$ cat config.mk
export PLATFORM = sky130hd
export DESIGN_NAME = mips_cpu_lsu
export DESIGN_NICKNAME = d
export VERILOG_FILES = /design/src/rtl/mips_cpu_pkg.sv /design/src/rtl/mips_cpu_lsu_align.sv /design/src/rtl/mips_cpu_lsu.sv
export SDC_FILE = /design/constraint.sdc
export NUM_CORES = 1
export LEC_CHECK = 0
export ABC_AREA = 1
export BUFFER_PORTS_ARGS = -buffer_cell sky130_fd_sc_hd__buf_2
export CAP_MARGIN = 20
export CORE_ASPECT_RATIO = 1.75
export CORE_UTILIZATION = 40
export CTS_BUF_LIST = sky130_fd_sc_hd__clkbuf_16
export DETAILED_ROUTE_END_ITERATION = 6
export GPL_ROUTABILITY_DRIVEN = 0
export GPL_TIMING_DRIVEN = 0
export PLACE_DENSITY = 0.66
export RECOVER_POWER = 50
export SLEW_MARGIN = 30
export SYNTH_ARGS = -nofsm -noshare
export SYNTH_HDL_FRONTEND = slang
export SYNTH_HIERARCHICAL = 1
export SYNTH_SLANG_ARGS = --single-unit
$ cat constraint.sdc
create_clock -name clk -period 1.8 [get_ports clk]
set_input_delay 0 -clock clk [delete_from_list [all_inputs] [get_ports clk]]
set_output_delay 0 -clock clk [all_outputs]
set_load 0.02 [all_outputs]
$ cat src/rtl/mips_cpu_pkg.sv
// mips_cpu_pkg: types and helpers shared by the CPU and its load/store unit.
//   mips_op_e    - MIPS load/store primary opcodes (bits [31:26] of the instruction)
//   lsu_state_e  - LSU sequencing states
//   lsu_is_store - true for SB/SH/SW
//   lsu_op_error - true when an op must be answered with an address error
// Build option: MIPS_LSU_UNALIGNED_EN enables LWL/LWR; when it is undefined
// those two opcodes are rejected like any other unknown opcode.
package mips_cpu_pkg;

    typedef enum logic [5:0] {
        OP_LB  = 6'h20,
        OP_LH  = 6'h21,
        OP_LWL = 6'h22,
        OP_LW  = 6'h23,
        OP_LBU = 6'h24,
        OP_LHU = 6'h25,
        OP_LWR = 6'h26,
        OP_SB  = 6'h28,
        OP_SH  = 6'h29,
        OP_SW  = 6'h2B
    } mips_op_e;

    typedef enum logic [1:0] {
        LSU_IDLE   = 2'd0,
        LSU_ACCESS = 2'd1,
        LSU_RESP   = 2'd2
    } lsu_state_e;

    function automatic logic lsu_is_store(input logic [5:0] op);
        return (op == OP_SB) || (op == OP_SH) || (op == OP_SW);
    endfunction

    // Misaligned halfword/word accesses and unknown opcodes never reach the bus.
    function automatic logic lsu_op_error(input logic [5:0] op, input logic [1:0] addr_lo);
        case (op)
            OP_LB, OP_LBU, OP_SB: return 1'b0;
            OP_LH, OP_LHU, OP_SH: return addr_lo[0];
            OP_LW, OP_SW:         return |addr_lo;
`ifdef MIPS_LSU_UNALIGNED_EN
            OP_LWL, OP_LWR:       return 1'b0;
`endif
            default:              return 1'b1;
        endcase
    endfunction

endpackage

$ cat src/rtl/mips_cpu_lsu_align.sv
// mips_cpu_lsu_align: purely combinational lane logic for the LSU.
//   op_i         - registered opcode
//   addr_lo_i    - registered address bits [1:0]
//   wdata_i      - registered store data / old rt value
//   rdata_i      - word returned by memory
//   byteenable_o - active byte lanes (little-endian)
//   writedata_o  - store data replicated onto the lanes
//   load_data_o  - extended / merged load result
// Build option: MIPS_LSU_UNALIGNED_EN adds the LWL/LWR merge paths.
module mips_cpu_lsu_align
    import mips_cpu_pkg::*;
(
    input  logic [5:0]  op_i,
    input  logic [1:0]  addr_lo_i,
    input  logic [31:0] wdata_i,
    input  logic [31:0] rdata_i,
    output logic [3:0]  byteenable_o,
    output logic [31:0] writedata_o,
    output logic [31:0] load_data_o
);

    logic [7:0]  rd_byte [4];
    logic [7:0]  lane_wd [4];
    logic [7:0]  sel_byte;
    logic [15:0] sel_half;

    // Replicating SB/SH data onto every lane lets memory pick it up wherever
    // byteenable points, without a barrel shifter on the store path.
    for (genvar gi = 0; gi < 4; gi++) begin : g_lane
        assign rd_byte[gi] = rdata_i[8*gi +: 8];
        assign lane_wd[gi] = (op_i == OP_SB) ? wdata_i[7:0] :
                             (op_i == OP_SH) ? wdata_i[8*(gi%2) +: 8] :
                                               wdata_i[8*gi +: 8];
        assign writedata_o[8*gi +: 8] = lane_wd[gi];
    end

`ifdef MIPS_LSU_UNALIGNED_EN
    logic [4:0] lwl_sh;
    logic [4:0] lwr_sh;
    // LWL moves the low addr+1 memory bytes to the top of rt; LWR moves the
    // bytes from addr upward to the bottom of rt.
    assign lwl_sh = {~addr_lo_i, 3'b000};
    assign lwr_sh = {addr_lo_i, 3'b000};
`endif

    always_comb begin
        sel_byte     = rd_byte[addr_lo_i];
        sel_half     = addr_lo_i[1] ? rdata_i[31:16] : rdata_i[15:0];
        byteenable_o = 4'b1111;
        load_data_o  = rdata_i;

        case (op_i)
            OP_LB, OP_LBU, OP_SB: byteenable_o = 4'b0001 << addr_lo_i;
            OP_LH, OP_LHU, OP_SH: byteenable_o = addr_lo_i[1] ? 4'b1100 : 4'b0011;
            default:              byteenable_o = 4'b1111;
        endcase

        case (op_i)
            OP_LB:   load_data_o = {{24{sel_byte[7]}}, sel_byte};
            OP_LBU:  load_data_o = {24'b0, sel_byte};
            OP_LH:   load_data_o = {{16{sel_half[15]}}, sel_half};
            OP_LHU:  load_data_o = {16'b0, sel_half};
`ifdef MIPS_LSU_UNALIGNED_EN
            OP_LWL:  load_data_o = (rdata_i << lwl_sh) | (wdata_i & ~(32'hFFFF_FFFF << lwl_sh));
            OP_LWR:  load_data_o = (rdata_i >> lwr_sh) | (wdata_i & ~(32'hFFFF_FFFF >> lwr_sh));
`endif
            default: load_data_o = rdata_i;
        endcase
    end

endmodule

$ cat src/rtl/mips_cpu_lsu.sv
// mips_cpu_lsu: load/store unit between the MIPS core and a word-wide
// Avalon-style memory port with waitrequest.
//   clk, rst             - clock, synchronous active-high reset
//   req_valid/req_ready  - request handshake (ready only while idle)
//   req_op/addr/wdata    - opcode, byte address, store data or old rt
//   resp_valid           - one-cycle completion pulse
//   resp_rdata/resp_err  - load result (0 for stores) and address error
//   mem_*                - word-aligned memory strobes, lanes and data
// Build option: MIPS_LSU_UNALIGNED_EN enables LWL/LWR.
module mips_cpu_lsu
    import mips_cpu_pkg::*;
(
    input  logic        clk,
    input  logic        rst,
    input  logic        req_valid,
    output logic        req_ready,
    input  logic [5:0]  req_op,
    input  logic [31:0] req_addr,
    input  logic [31:0] req_wdata,
    output logic        resp_valid,
    output logic [31:0] resp_rdata,
    output logic        resp_err,
    output logic [31:0] mem_address,
    output logic        mem_read,
    output logic        mem_write,
    output logic [3:0]  mem_byteenable,
    output logic [31:0] mem_writedata,
    input  logic        mem_waitrequest,
    input  logic [31:0] mem_readdata
);

    lsu_state_e  state_q, state_d;
    logic [5:0]  op_q, op_d;
    logic [31:0] addr_q, addr_d;
    logic [31:0] wdata_q, wdata_d;
    logic [31:0] rdata_q, rdata_d;
    logic        err_q, err_d;

    logic        accept_err;
    logic        store_q;
    logic [3:0]  align_be;
    logic [31:0] align_wd;
    logic [31:0] align_load;

    assign accept_err = lsu_op_error(req_op, req_addr[1:0]);
    assign store_q    = lsu_is_store(op_q);

    mips_cpu_lsu_align u_align (
        .op_i         (op_q),
        .addr_lo_i    (addr_q[1:0]),
        .wdata_i      (wdata_q),
        .rdata_i      (mem_readdata),
        .byteenable_o (align_be),
        .writedata_o  (align_wd),
        .load_data_o  (align_load)
    );

    always_comb begin
        state_d        = state_q;
        op_d           = op_q;
        addr_d         = addr_q;
        wdata_d        = wdata_q;
        rdata_d        = rdata_q;
        err_d          = err_q;
        req_ready      = 1'b0;
        resp_valid     = 1'b0;
        resp_rdata     = 32'b0;
        resp_err       = 1'b0;
        mem_address    = 32'b0;
        mem_read       = 1'b0;
        mem_write      = 1'b0;
        mem_byteenable = 4'b0;
        mem_writedata  = 32'b0;

        case (state_q)
            LSU_IDLE: begin
                req_ready = 1'b1;
                if (req_valid) begin
                    op_d    = req_op;
                    addr_d  = req_addr;
                    wdata_d = req_wdata;
                    err_d   = accept_err;
                    rdata_d = 32'b0;
                    // Faulting requests skip the bus and answer immediately.
                    state_d = accept_err ? LSU_RESP : LSU_ACCESS;
                end
            end
            LSU_ACCESS: begin
                // All bus outputs come from registers, so they stay put
                // for as long as memory stalls.
                mem_read       = ~store_q;
                mem_write      = store_q;
                mem_address    = {addr_q[31:2], 2'b00};
                mem_byteenable = align_be;
                mem_writedata  = store_q ? align_wd : 32'b0;
                if (!mem_waitrequest) begin
                    rdata_d = store_q ? 32'b0 : align_load;
                    state_d = LSU_RESP;
                end
            end
            LSU_RESP: begin
                resp_valid = 1'b1;
                resp_rdata = rdata_q;
                resp_err   = err_q;
                state_d    = LSU_IDLE;
            end
            default: state_d = LSU_IDLE;
        endcase
    end

    always_ff @(posedge clk) begin
        if (rst) begin
            state_q <= LSU_IDLE;
            op_q    <= 6'b0;
            addr_q  <= 32'b0;
            wdata_q <= 32'b0;
            rdata_q <= 32'b0;
            err_q   <= 1'b0;
        end else begin
            state_q <= state_d;
            op_q    <= op_d;
            addr_q  <= addr_d;
            wdata_q <= wdata_d;
            rdata_q <= rdata_d;
            err_q   <= err_d;
        end
    end

endmodule

Word-level counts from Yosys, hierarchy flattened:

Index checks and enable logic that the tools add are counted.

* register bits after elaboration: 105
* output and inout bits: 105

* equality and inequality tests: 19
* $lt $le $gt $ge: 1
* shift-type cells: 1
* mux-type cells: 31
* bitwise operators: 2
* reductions and logical operators: 13

Operators with widths (count)
* two-way mux 32 bit: 7
* case mux 32 bit (4 select lines): 1
* equality test 6 bit (second input constant): 15
* case mux 32 bit (2 select lines): 1
* two-way mux 8 bit: 7
* binary-select mux 8 bit (select 2 bit): 1
* two-way mux 16 bit: 1
* OR reduction 3 bit: 4
* two-way mux 4 bit: 2
* case mux 4 bit (2 select lines): 1
* two-way mux 2 bit: 3
* two-way mux 1 bit: 5
* != test 2 bit (second input constant): 2
* case mux 2 bit (2 select lines): 1
* AND reduction 2 bit: 2
* OR reduction 2 bit: 2
* left shift 1 x 2 -> 4 bit (first input constant): 1
* >= comparator 3 bit (second input constant): 1
* NOT 2 -> 3 bit: 1
* case mux 1 bit (3 select lines): 1
* AND reduction 3 bit: 1
* equality test 2 x 1 -> 1 bit (second input constant): 1
* equality test 2 bit (second input constant): 1
* logical NOT 2 bit: 1
* other kinds (3): 4

Depth between registers and ports, before layout:

Gate-level depths: netlist of the first run.

* word-level depth: 8
* depth in mapped cells: 10
* gate-level depth less buffers: 9

Hierarchy:

The synthesis of the first run kept the hierarchy.

By module, submodules not included
* mips_cpu_lsu: area each 4606.9 µm², instances 1, cells each 666, seq. area each 2102.0 µm²
* mips_cpu_lsu_align: area each 1629.1 µm², instances 1, cells each 337, seq. area each 0.0 µm²

Worst setup path before layout of the first run:

OpenSTA, ideal clock, no wires.

* kind: reg2out
* from: register state_q[1]
* to: output port resp_rdata[0]
* path buffers: 1
* cell stages (with the launch flop): 6
* arrival time: 1.436 ns
* path slack: 0.364 ns
* cell sequence: dfxtp_1 inv_1 nor2_1 inv_1 buf_1 nor2_1

* longest elaborated chain between the ends: 2

Ends and longest elaborated chain
* from (decl): RTL line mips_cpu_lsu.sv:32 `lsu_state_e state_q, state_d;`
* from (signal assigned): RTL line mips_cpu_lsu.sv:120 `state_q <= state_d;`
* equality test 2 bit: RTL line mips_cpu_lsu.sv:75 `case (state_q)`
* two-way mux 32 bit: RTL line mips_cpu_lsu.sv:75
* to (decl): RTL line mips_cpu_lsu.sv:21 `output logic [31:0] resp_rdata,`

No other way between the ends.

Final worst setup path of the first run:

* from: register op_q[1]
* to: output port mem_writedata[24]

* longest elaborated chain between the ends: 5
* elaborated cells between the ends (all ways): 9

Ends and longest elaborated chain
* from (decl): RTL line mips_cpu_lsu.sv:33 `logic [5:0] op_q, op_d;`
* from (signal assigned): RTL line mips_cpu_lsu.sv:121 `op_q <= op_d;`
* equality test 6 bit
* two-way mux 8 bit: RTL line mips_cpu_lsu_align.sv:32 `(op_i == OP_SH) ? wdata_i[8*(gi%2) +: 8] :`
* two-way mux 8 bit *: RTL line mips_cpu_lsu_align.sv:31 `assign lane_wd[gi] = (op_i == OP_SB) ? wdata_i[7:0] :`
* named net align_wd[24]: RTL line mips_cpu_lsu.sv:42 `logic [31:0] align_wd;`
* two-way mux 32 bit *: RTL line mips_cpu_lsu.sv:95 `mem_writedata = store_q ? align_wd : 32'b0;`
* two-way mux 32 bit *: RTL line mips_cpu_lsu.sv:75
* to (decl): RTL line mips_cpu_lsu.sv:27 `output logic [31:0] mem_writedata,`

Mark *: on every way through the listed nets, which the timed path passes. The rest lies on a longest branch.

==> results.ini, run 1 <==
[sta]
min_period_over_period_pct=99.2
drv_slew=0
clock.fmax_mhz=560
layout_min_cycle_time_ns=1.79
whs_ns=0.0202
finalSetupTns_ns=0
rsz0062_at_grt=true
skew_ns=0.00570
setup_viol=0
finalHoldViolCount=0

[layout]
final_nets=1416
diodes=0
drive_above_1_share_pct=27.7
area_growth_pct=43.4

[worst_setup_path]
setup.worst_path.class=flop to output pin
rr_worst_depth=11
end_kind=output pin
crit_chain=nor2_2, inv_1, nor2_4, nand2_4, buf_4, nand2_1, nand2_1, inv_2, nor2_4, buf_6
worstPathRequired_ns=1.80
crit_family=simple AND/OR/NAND/NOR gates
cp-start-kind=flop
path_buf_inv=4
crit_path_max_fanout=10
worst_path_max_delay_cell=dfxtp_2
critPathArrivalTime_ns=1.79
worst-path-stages=10
slowest_delay_ns=0.35

[global_routing]
grt_pass1_wl_um=34100
grt_max_degree=21
antenna_found_initial=0
grtUsageTotal_pct=27.4
globalRouteOverflowTotal=0
grt_pass1_vias=7262

[synth]
ys_top_cells_by_area=dfxtp_1 34%, nor2_1 12%, nand3_1 11%
ys.warnings.count=6
avgSynthCellArea_um2=6.22
synth_seq_cells=105
synth_enable_flop_cells=0
netlist_instances=1003
synth_cell_type_count=27
yosys.area.top_type=dfxtp_1
synth_top_cell_area_share_pct=33.7
yosysSeqAreaShare_pct=33.7
ys.flop_type=dfxtp_1
synthArstFlopShare_pct=0
synthesis.area_mm2=0.00624

[floorplanning]
rows=60
core_mm2=0.0153
dieArea_mm2=0.0161
die_w_um=96.4
die_height_um=167
initial_core_util_pct=40.7
pin_count=211

[routing]
drt_iter0_drc=353
antenna_left=0
routed.top_layer=met4
post_drt_via_cell_ratio=4.99
firstDrtPassIters=7
drc=0
wl_met1_um=7730
drt-wirelength-per-cell_um=14.7
routed_wl_um=22100
routed-via-count=7484
wl_met3_um=1110
wl_met2_um=12000

[clock_network]
cts_buffer_depth=2
cts_tree=yes
worstSkewPairLatency_ns=0.35
numCtsBuffers=9
cts.sinks=105
cts-root-buf=clkbuf_16
h-tree-depth=3
clk_pin_slew_ns=0.08

[worst_hold_path]
holdPathStages=3
hp-class=input pin to flop

[power]
ir_drop_uv=632
p_leak_nw=4.42
power_w=0.00601
powerDensity_mw_per_mm2=673

[place]
dp.final_hpwl_um=16300
port_buffers=208

[run_status]
status=complete, no violations

[flow_run]
cap_violations=0

## sequential cells by signal, summed over array words and instances (netlist names)
name / cells
rdata_q: 32
op_q: 6
err_q: 1
wdata_q: 32
state_q: 2
addr_q: 32
## layout make-up
type | instances | area (um^2)
fill | 1547 | 6370
multi-input combinational | 685 | 3320
sequential | 105 | 2120
timing repair buffer | 296 | 1970
inverter | 134 | 514
buffer | 79 | 474
tap | 186 | 233
clock buffer | 9 | 225
clock inverter | 7 | 71.3
## power breakdown
part | internal (W) | leakage [nW] | switching (W)
combinational | 0.000584 | 3.41 | 0.000802
clock | 0.000983 | 0.139 | 0.00101
sequential | 0.00251 | 0.874 | 0.000122
## through the flow
step | utilization, % | std cells | setup slack (ns) | area (um^2)
global placement | 49.1 | 1398 | -0.123 | 7510
detailed placement | 49.1 | 1398 | -0.129 | 7510
CTS | 56.4 | 1492 | -0.0142 | 8640
finish | 58.4 | 1501 | 0.0137 | 8940
global route | 58.4 | 1501 | -0.0972 | 8940
floorplan | - | 1004 | 0.364 | 6240
## cells in the mapped netlist, types with 5 or more instances
| master | count |
|---|---|
| inv_1 | 126 |
| o21ai_0 | 94 |
| inv_2 | 5 |
| clkbuf_1 | 33 |
| o21bai_1 | 32 |
| nand4_1 | 8 |
| nand2_2 | 5 |
| nand3_1 | 138 |
| a21oi_1 | 66 |
| buf_6 | 6 |
| buf_4 | 12 |
| nand2_1 | 116 |
| buf_1 | 5 |
| or2_2 | 14 |
| buf_2 | 24 |
| dfxtp_1 | 105 |
| nor2_1 | 198 |
## cells in the final DEF, fill, tap and decap left out, types with 3 or more instances in the layout
master         count
a21oi_1           64
buf_2            201
buf_4             46
buf_6             20
clkbuf_1          25
clkbuf_16          9
clkbuf_2          10
clkinvlp_4         3
dfxtp_1           96
dfxtp_2            5
dfxtp_4            4
dlygate4sd3_1     70
inv_1            123
inv_2              6
inv_6              3
nand2_1          114
nand2_2            4
nand2_4            3
nand3_1          131
nand3_2            8
nand4_1            8
nor2_1           185
nor2_2            12
nor2_4             6
o21ai_0           92
o21bai_1          32
or2_2             14
## worst register-to-register path, delay by kind of cell, from the launching register on
kind	cells	cell delay, ns
flops	1	0.37
compound gates	1	0.07
buf+inv	4	0.48
simple gates	6	0.73
## cells by family after synthesis
group	count (synthesis)	share of synthesized area (%)
buf+inv	214	14.8
flops	105	33.7
other cells	1	0.0601
compound gates	195	17.0
simple gates	488	34.4
## final timing paths
kind                             to      start  slack [ns]
hold / removal              op_q[0]  req_op[0]        0.02
setup / recovery  mem_writedata[24]    op_q[1]        0.01
setup reg to reg        rdata_q[21]    op_q[4]        0.06
hold reg to reg           addr_q[7]  addr_q[7]        0.46
## routing by layer
metal	GRT usage, %	up-vias
li1	-	3791
met1	27.4	3335
met2	51.1	277
met3	3.95	81
met4	16.2	0
met5	0	-
## what timing repair did
action,in CTS,in global routing
setup buffers,8,8
cloned,0,2
hold endpoints to repair,70,0
hold buffers,70,0
setup endpoints to repair,77,106
gates resized for setup,28,91
pin swaps,4,27
(Power assumes the default switching activity.)
==> run 2, diff against run 1 <==
--- a/config.mk
+++ b/config.mk
@@ -8,7 +8,6 @@
 export ABC_AREA = 1
 export BUFFER_PORTS_ARGS = -buffer_cell sky130_fd_sc_hd__buf_2
 export CAP_MARGIN = 20
-export CORE_ASPECT_RATIO = 1.75
 export CORE_UTILIZATION = 40
 export CTS_BUF_LIST = sky130_fd_sc_hd__clkbuf_16
 export DETAILED_ROUTE_END_ITERATION = 6
==> run 2 against run 1 <==
Wire length is 2.9% lower. Fmax is 2.2% higher. Power is 0.16% lower. Register-to-register slack better by 0.05 ns. Clock-buffer cell count stayed put. Setup slack better by 0.039 ns. First-iteration DRC count is 94% higher. Critical path type unchanged.
==> results.ini, run 2 (synthesis gave the netlist of run 1 again) <==
[routing]
drc=0  ; unchanged
routed-via-count=7547  ; +0.84%
post_drt_via_cell_ratio=5.01  ; +0.51%
drt-wirelength-per-cell_um=14.3  ; -3.2%
antenna_left=0  ; unchanged
drt_iter0_drc=684  ; +94%
routed_wl_um=21500  ; -2.9%
firstDrtPassIters=5  ; -2

[floorplanning]
die_w_um=127  ; +32%
die_height_um=127  ; -24%
core_mm2=0.0152  ; -0.74%
pin_count=211  ; unchanged
initial_core_util_pct=41.0  ; +0.30 points
rows=45  ; -25%
dieArea_mm2=0.0161  ; -0.12%

[layout]
final_nets=1419  ; +0.21%
area_growth_pct=42.1
drive_above_1_share_pct=26.1  ; -1.6 points
final_common_cell=buf_2
diodes=0  ; unchanged
final_cell_mix=199 x buf_2, 194 x nor2_1, 135 x nand3_1
n_fill_cell=1498  ; -3.2%
layout.cells.non_filler=1506  ; +0.33%
reg.largest.list=addr_q: 32 flops, rdata_q: 32 flops, wdata_q: 32 flops

[global_routing]
grt_pass1_wl_um=33600  ; -1.5%
globalRouteOverflowTotal=0  ; unchanged
met1_usage_pct=33.9  ; +6.4 points
grtUsageTotal_pct=26.1  ; -1.2 points
met2_usage_pct=44.1  ; -6.9 points
grt_max_degree=20  ; -4.8%
grt_pass1_vias=6879  ; -5.3%
antenna_found_initial=0  ; unchanged
busiest_layer=met2
met3_usage_pct=4.98  ; +1.0 points

[sta]
clock.fmax_mhz=572  ; +2.2%
whs_ns=0.0226  ; +0.00243 ns
finalSetupTns_ns=0  ; unchanged
layout_min_cycle_time_ns=1.75  ; -0.0393 ns
rsz0062_at_grt=true
min_period_over_period_pct=97.1  ; -2.2 points
skew_ns=0.00679  ; +0.00109 ns
setup_viol=0  ; unchanged
drv_slew=0  ; unchanged
timing.final.ws_setup_ns=0.0530  ; +0.0393 ns
finalHoldViolCount=0  ; unchanged

[place]
dp.cells=1400  ; +0.14%
post-place-ws_ns=0.0685  ; +0.197 ns
port_buffers=208  ; unchanged
dp.final_hpwl_um=15500  ; -5.4%

[worst_setup_path]
slowest_delay_ns=0.37  ; +0.02 ns
setup.worst_path.class=flop to output pin
worst_path_max_delay_cell=dfxtp_4
end_kind=output pin
cp-start-kind=flop
worstPathRequired_ns=1.80  ; about the same
crit_chain=inv_2, nand2_4, nor2_4, buf_6, o211ai_1, nand3_1, inv_1, nor2_4, buf_6
crit_path_max_fanout=7  ; -3
rr_worst_depth=9  ; -2
critPathArrivalTime_ns=1.75  ; -0.04 ns

[power]
p_leak_nw=4.38  ; -0.87%
power_switching_share_pct=32.1  ; -0.070 points
p_clk_share_pct=32.7  ; -0.5 points
p_seq_share_pct=44.0  ; +0.2 points
powerDensity_mw_per_mm2=678  ; +0.74%
switchingPower_w=0.00193  ; -0.37%
combPwrFrac_pct=23.3  ; +0.2 points
ir_drop_uv=527  ; -17%
internal_power_w=0.00408  ; about the same

[flow_run]
cap_violations=0  ; unchanged

[clock_network]
h-tree-depth=3  ; unchanged
numCtsBuffers=9  ; unchanged
cts_tree=yes
clk_pin_slew_ns=0.07  ; about the same
cts.sinks=105  ; unchanged
cts_buffer_depth=2  ; unchanged
cts-root-buf=clkbuf_16
worstSkewPairLatency_ns=0.36  ; about the same

[run_status]
status=complete, no violations

[worst_hold_path]
hp-class=input pin to flop
holdPathStages=3  ; unchanged

-- run 2: cell type report --
cell class              count  area, um^2  share of cell area [%]
multi-input cells         686        3310                    37.3
flip-flops and latches    105        2120                    23.9
repair buffers            298        1940                    21.9
inverters                 134         515                    5.82
plain buffers              79         450                    5.08
well taps                 188         235                    2.65
clock buffers               9         225                    2.54
clock inverters             7        63.8                   0.720
-- run 2: per-stage QoR --
stage / total power, W / cell area (um^2) / util (%)
final: 0.00600 / 8860 / 58.3
after global routing: 0.00630 / 8860 / 58.3
after CTS: 0.00595 / 8610 / 56.6
after detailed placement: 0.00388 / 7520 / 49.4
after global placement: 0.00386 / 7520 / 49.4
after floorplan: 0.00346 / 6240 / -
-- run 2: power groups by stage --
| stage | clock network (W) | logic (W) | registers [W] |
|---|---|---|---|
| after floorplan | 0 | 0.000821 | 0.00264 |
| after global placement | 0 | 0.00118 | 0.00268 |
| after detailed placement | 0 | 0.00119 | 0.00268 |
| after CTS | 0.00199 | 0.00133 | 0.00263 |
| after global routing | 0.00207 | 0.00157 | 0.00266 |
| final | 0.00196 | 0.00140 | 0.00264 |
-- run 2: path summary, 6_finish.rpt --
check | start | to | slack, ns
hold / removal | rst | rdata_q[0] | 0.02
setup reg to reg | op_q[4] | rdata_q[26] | 0.11
setup / recovery | op_q[4] | mem_byteenable[3] | 0.05
hold reg to reg | addr_q[8] | addr_q[8] | 0.46
-- run 2: per-layer routing --
layer  part of all wire, %  up-vias
li1                      -     3806
met1                    44     3367
met2                    47      333
met3                   7.3       41
met4                   2.3        0
met5                     0        -
-- run 2: what timing repair did --
item | 4_1_cts | 5_1_grt
hold buffers | 71 | 0
hold endpoints to repair | 71 | 0
gates cloned | 0 | 3
endpoints found under the setup margin | 66 | 52
resized for setup | 26 | 61
pin swaps | 4 | 19
setup buffers | 6 | 11
-- run 2: critical path: cells and delay by family (launching register included) --
family          cells  cell delay (ns)
flops               1             0.37
buf+inv             4             0.42
compound gates      1             0.12
simple gates        4             0.47
